File: config.mk
export PLATFORM = sky130hd
export DESIGN_NAME = dual_grant_decoder
export DESIGN_NICKNAME = d
export VERILOG_FILES = /design/src/rtl/dual_prio_pkg.sv /design/src/rtl/dual_grant_decoder_onehot.sv /design/src/rtl/dual_grant_decoder.sv
export SDC_FILE = /design/constraint.sdc
export NUM_CORES = 1
export LEC_CHECK = 0
export ABC_CLOCK_PERIOD_IN_PS = 6180
export BUFFER_PORTS_ARGS = -buffer_cell sky130_fd_sc_hd__buf_2
export CORE_MARGIN = 2
export CORE_UTILIZATION = 54
export DETAILED_ROUTE_END_ITERATION = 7
export GPL_TIMING_DRIVEN = 0
export PLACE_DENSITY = 0.82
export SYNTH_ARGS = -nofsm -noshare
export SYNTH_HDL_FRONTEND = slang
export SYNTH_HIERARCHICAL = 1
export SYNTH_SLANG_ARGS = --single-unit
File: constraint.sdc
create_clock -name clk -period 6.18 [get_ports clk]
set_input_delay 0.309 -clock clk [delete_from_list [all_inputs] [get_ports clk]]
set_output_delay 0.309 -clock clk [all_outputs]
set_load 0.02 [all_outputs]
File: src/rtl/dual_prio_pkg.sv
// Constants shared by the dual priority encoder and its grant decoder.
package dual_prio_pkg;

    localparam int unsigned NREQ     = 12;
    localparam int unsigned IDX_W    = 4;
    localparam int unsigned HOLD_MAX = 15;
    localparam int unsigned CNT_W    = 4;

    localparam logic [IDX_W-1:0] IDX_NONE = 4'hF;

    localparam logic [1:0] ST_IDLE   = 2'd0;
    localparam logic [1:0] ST_GRANT1 = 2'd1;
    localparam logic [1:0] ST_GRANT2 = 2'd2;

    // A code names a real requester only when it is below NREQ.
    function automatic logic code_ok(input logic [IDX_W-1:0] code);
        return code < IDX_W'(NREQ);
    endfunction

endpackage

File: src/rtl/dual_grant_decoder_onehot.sv
// Combinational index-to-one-hot decoder; out-of-range codes decode to all zeros.
module idx_to_onehot
    import dual_prio_pkg::*;
(
    input  logic [IDX_W-1:0] code,
    output logic [NREQ-1:0]  onehot_c
);

    always_comb begin
        onehot_c = '0;
        for (int i = 0; i < int'(NREQ); i++) begin
            onehot_c[i] = (code == IDX_W'(i));
        end
    end

endmodule

File: src/rtl/dual_grant_decoder.sv
// Turns an accepted (first, second) index pair into sequential one-hot grants,
// each held until done or a hold timeout.
module dual_grant_decoder
    import dual_prio_pkg::*;
(
    input  logic             clk,
    input  logic             rst,
    input  logic             in_valid,
    output logic             in_ready,
    input  logic [IDX_W-1:0] first,
    input  logic [IDX_W-1:0] second,
    input  logic             done,
    output logic [NREQ-1:0]  gnt,
    output logic             gnt_valid,
    output logic [IDX_W-1:0] gnt_idx,
    output logic             timeout,
    output logic             busy
);

    localparam logic [CNT_W-1:0] HOLD_LAST = CNT_W'(HOLD_MAX - 1);

    logic [1:0]       state_q, state_d;
    logic [CNT_W-1:0] cnt_q, cnt_d;
    logic [IDX_W-1:0] f_q, f_d;
    logic [IDX_W-1:0] s_q, s_d;
    logic             s_vld_q, s_vld_d;
    logic [NREQ-1:0]  gnt_q, gnt_d;
    logic             gnt_valid_q, gnt_valid_d;
    logic [IDX_W-1:0] gnt_idx_q, gnt_idx_d;
    logic             timeout_q, timeout_d;
    logic             busy_q, busy_d;

    logic [IDX_W-1:0] code_sel;
    logic [NREQ-1:0]  onehot_c;
    logic             accept;
    logic             f_ok;
    logic             s_ok;
    logic             hold_rel;

    assign in_ready = (state_q == ST_IDLE) && !rst;
    assign accept   = in_valid && in_ready;
    assign f_ok     = code_ok(first);
    // A duplicate second index would grant the same requester twice.
    assign s_ok     = code_ok(second) && (second != first);
    assign hold_rel = done || (cnt_q == HOLD_LAST);

    idx_to_onehot u_onehot (
        .code     (code_sel),
        .onehot_c (onehot_c)
    );

    // Next state, hold counter, pair capture and the code to be granted next cycle.
    always_comb begin
        state_d   = state_q;
        cnt_d     = cnt_q;
        f_d       = f_q;
        s_d       = s_q;
        s_vld_d   = s_vld_q;
        timeout_d = 1'b0;
        code_sel  = IDX_NONE;

        case (state_q)
            ST_IDLE: begin
                if (accept) begin
                    f_d     = first;
                    s_d     = second;
                    s_vld_d = s_ok;
                    cnt_d   = '0;
                    if (f_ok) begin
                        state_d  = ST_GRANT1;
                        code_sel = first;
                    end else if (s_ok) begin
                        state_d  = ST_GRANT2;
                        code_sel = second;
                    end
                end
            end
            ST_GRANT1: begin
                code_sel = f_q;
                if (hold_rel) begin
                    cnt_d     = '0;
                    timeout_d = !done;
                    if (s_vld_q) begin
                        state_d  = ST_GRANT2;
                        code_sel = s_q;
                    end else begin
                        state_d  = ST_IDLE;
                        code_sel = IDX_NONE;
                    end
                end else begin
                    cnt_d = cnt_q + CNT_W'(1);
                end
            end
            ST_GRANT2: begin
                code_sel = s_q;
                if (hold_rel) begin
                    cnt_d     = '0;
                    timeout_d = !done;
                    state_d   = ST_IDLE;
                    code_sel  = IDX_NONE;
                end else begin
                    cnt_d = cnt_q + CNT_W'(1);
                end
            end
            default: begin
                state_d = ST_IDLE;
                cnt_d   = '0;
            end
        endcase

        busy_d      = (state_d != ST_IDLE);
        gnt_valid_d = busy_d;
        gnt_d       = busy_d ? onehot_c : '0;
        gnt_idx_d   = busy_d ? code_sel : '0;
    end

    always_ff @(posedge clk) begin
        if (rst) begin
            state_q     <= ST_IDLE;
            cnt_q       <= '0;
            f_q         <= '0;
            s_q         <= '0;
            s_vld_q     <= 1'b0;
            gnt_q       <= '0;
            gnt_valid_q <= 1'b0;
            gnt_idx_q   <= '0;
            timeout_q   <= 1'b0;
            busy_q      <= 1'b0;
        end else begin
            state_q     <= state_d;
            cnt_q       <= cnt_d;
            f_q         <= f_d;
            s_q         <= s_d;
            s_vld_q     <= s_vld_d;
            gnt_q       <= gnt_d;
            gnt_valid_q <= gnt_valid_d;
            gnt_idx_q   <= gnt_idx_d;
            timeout_q   <= timeout_d;
            busy_q      <= busy_d;
        end
    end

    assign gnt       = gnt_q;
    assign gnt_valid = gnt_valid_q;
    assign gnt_idx   = gnt_idx_q;
    assign timeout   = timeout_q;
    assign busy      = busy_q;

endmodule
==> results by group <==
Run status
  • Outcome: complete, no violations

CTS
  • Htree depth: 2
  • CTS sink cnt: 33
  • Clock Root Buffer: clkbuf_4
  • Insertion delay to the later sink of the worst-skew pair: 0.32 ns
  • Cts repair resizes: 0
  • CTS Buffer Depth: 2
  • Num CTS Buffers: 5
  • TritonCTS clock tree: yes
  • Post-CTS setup buffers: 0
  • Hold-fix buffers, CTS: 0
  • Clock slew at reported path FFs: approximately 0.090 ns

Route
  • DRC: 0
  • Post-Route WL: roughly 3100 µm
  • Post-route ant nets: 0
  • DRT iter0 DRCs: 36
  • Vias per inst: 5.30
  • WL/cell: 11.8 µm
  • Via Count: 1409
  • Pre-antenna DRT Iters: 4

Pwr
  • Sw frac: 25.6%
  • Max IR drop VDD: 130 µV
  • Sequential Power Share: 47.4%
  • Pwr Density: between 200 and 250 nW/µm²
  • Internal power: 0.357 mW
  • Overall Power: approximately 0.48 mW
  • Gate power share: 18.5%
  • Switching pwr: 0.123 mW
  • Clock Power Share: 34.1%
  • Leakage: roughly 0.85 nW

Min path
  • Hold crit path type: in2reg

Layout
  • Nets: 239
  • Number of diodes: 0
  • Commonest cells after routing, fill and taps aside: buf_2 (33), dfxtp_1 (33), nand2_1 (18), and2_1 (15), o21ai_0 (14)
  • Filler cells: 278
  • Final design area excluding fillers: ~2000 µm²
  • Layout cells sized above 1: 27.9%
  • Layout area overhead: 17.5%

Setup path
  • Reg2reg path depth: 11
  • Critical path's top delay family: simple AND/OR/NAND/NOR gates
  • Worst Setup End Kind: flop
  • Critical Path RT: 6.40 ns
  • Worst path max stage delay: ~0.5 ns
  • FF-to-FF Start: state_q[0]
  • Maximum fanout along the worst path: 10
  • Critical path depth in cells: 11
  • CP Data Arrival Time: ~2.8 ns
  • FF-to-FF setup slack: 3.61 ns
  • Worst path slowest cell: or4_4
  • R2r endpoint: gnt[3]
  • Crit Path Class: reg2reg
  • Startpoint types: flop
  • Crit path cell chain: inv_1 > ha_1 > buf_4 > and3b_1 > buf_6 > nand4_4 > o221a_1 > or4_4 > buf_6 > and4bb_2 > and2_1
  • Crit path capture: gnt[3]
  • Most frequent CP cell: buf_6
  • Buf/Inv on CP: 4
  • CP Launch Point: state_q[0]

Timing
  • Endpoints failing hold: 0
  • Fin Setup TNS: 0 ns
  • Period utilization: 41.6%
  • Worst slew margin: 68.9%
  • FMAX: 0.389 GHz
  • Pins Over Slew Limit: 0
  • Final setup violation count: 0
  • Clock skew: just over 0.008 ns
  • Unrepaired setup endpoints after global routing: false
  • Slew @ Worst Pin: 0.461 ns
  • Min Tclk post-route: 2.57 ns

Global route
  • Largest net degree at the start of global routing: 11
  • Global-route wire length before repair: 5540 µm
  • Congestion Overflow GR: 0
  • Vias in the first global route: 1225
  • Initial antenna violation count: 0
  • Total track usage: between 20% and 30%

Logic synthesis
  • FFs w/ async S/R, synth: 0%
  • Synthesized area: about 1700 µm²
  • Mapped Cells: around 180
  • Synth area leader: dfxtp_1
  • Sequential element share of the synthesized area: between 30% and 40%
  • Syn nets: 201
  • Top FF cell, synth: dfxtp_1
  • Syn avg cell area: 9.24 µm²
  • Post-synth EDFFs: 0
  • Top cells by area, synth: dfxtp_1 (39%), and2_1 (5.5%), ha_1 (4.4%), o21ai_0 (4.1%), nand2_1 (4.0%)
  • Share of the synthesized area in the top cell type: a little under 40%
  • Yosys cell types: 44
  • Yosys reg bits: 33
  • Synthesis Warnings: 6

Die
  • Core area: 3030 µm²
  • Die height: about 60 µm
  • IO Pins: 32
  • Cell row count: 20
  • Initial core utilization: 55.9%
  • Die Area: 3600 µm²
  • Die Span X: around 60 µm

Placement
  • Port bufs: 31
  • HPWL Detailed: 2380 µm
  • Placed inst area: around 1900 µm²
  • GP Congestion: approximately 0.8

Flow run
  • Max Cap Viol: 0
-- state kept, by name, indices dropped and copies added, names as in the netlist --
signal,flops
gnt_idx,4
gnt,12
timeout,1
cnt_q,4
f_q,4
s_q,4
s_vld_q,1
busy,1
state_q,2
-- metrics by stage --
| stage | hold WS [ns] | setup WS (ns) | utilization, % | instances |
|---|---|---|---|---|
| floorplan | 0.386 | 3.81 | - | 183 |
| global placement | 0.462 | 3.66 | 62.8 | 258 |
| detailed placement | 0.467 | 3.63 | 62.8 | 258 |
| CTS | 0.161 | 3.61 | 65.6 | 266 |
| global route | 0.167 | 3.44 | 65.6 | 266 |
| finish | 0.176 | 3.61 | 65.6 | 266 |
-- cells in the mapped netlist (all sizes together) (2+ instances only) --
cell type	count
nor2	10
o221a	2
a211oi	3
xor2	2
dfxtp	33
nand3b	4
nand2	18
a21oi	7
ha	6
o21ai	14
nor4b	5
o211ai	3
and4b	2
nor2b	3
inv	5
a21boi	2
nand3	4
or3	2
clkbuf	2
a31oi	3
nand2b	8
and2	15
and4bb	5
buf	9
-- power groups by stage --
stage	Sequential (mW)	Clock, mW	Combinational, mW
after floorplan	0.236	0	0.0600
after global placement	0.232	0	0.0872
after detailed placement	0.232	0	0.0882
after CTS	0.227	0.169	0.0889
after global routing	0.229	0.180	0.0990
final	0.227	0.163	0.0888
-- metal layers --
metal	up-vias	global-route usage [%]	routed length, µm
met3	4	6.06	147
met1	637	27.1	1520
met2	43	31.5	1440
met4	0	6.98	29
li1	725	-	-
met5	-	0	0
-- cell families after synthesis --
group | synth area share [%]
AND/OR/NAND/NOR | 32.7
AO/OA/AOI/OAI | 16.3
flip-flops | 39.1
buffers and inverters | 5.92
adder cells (fa/ha/maj) | 4.44
XOR/XNOR | 1.04
multiplexers | 0.592
-- worst min path at each step --
stage                      start      end  slack, ns  cells after the start
after detailed placement  s_q[0]   s_q[0]       0.47                      2
after global routing        done  timeout       0.17                      2
after CTS                   done  timeout       0.16                      2
final                       done  timeout       0.18                      2
after floorplan             done  timeout       0.39                      1
after global placement    f_q[0]   f_q[0]       0.46                      2
-- worst reg2reg max path, delay by kind of cell (launching register included) --
kind / cells / cell delay (ns)
AND/OR/NAND/NOR: 5 / 1.14
flip-flops: 1 / 0.35
buffers and inverters: 4 / 0.56
AO/OA/AOI/OAI: 1 / 0.27
adder cells (fa/ha/maj): 1 / 0.15
-- final cells by class --
cell class / count / area [µm²] / area share [%]
plain buffers: 11 / 81.3 / 4.09
clock buffers: 7 / 55.1 / 2.77
clock inverters: 1 / 30.0 / 1.51
inverters: 5 / 18.8 / 0.945
multi-input cells: 134 / 931 / 46.9
flip-flops and latches: 33 / 661 / 33.2
well taps: 44 / 55.1 / 2.77
repair buffers: 31 / 155 / 7.81
Note: power is estimated with default switching activity, not from simulation.
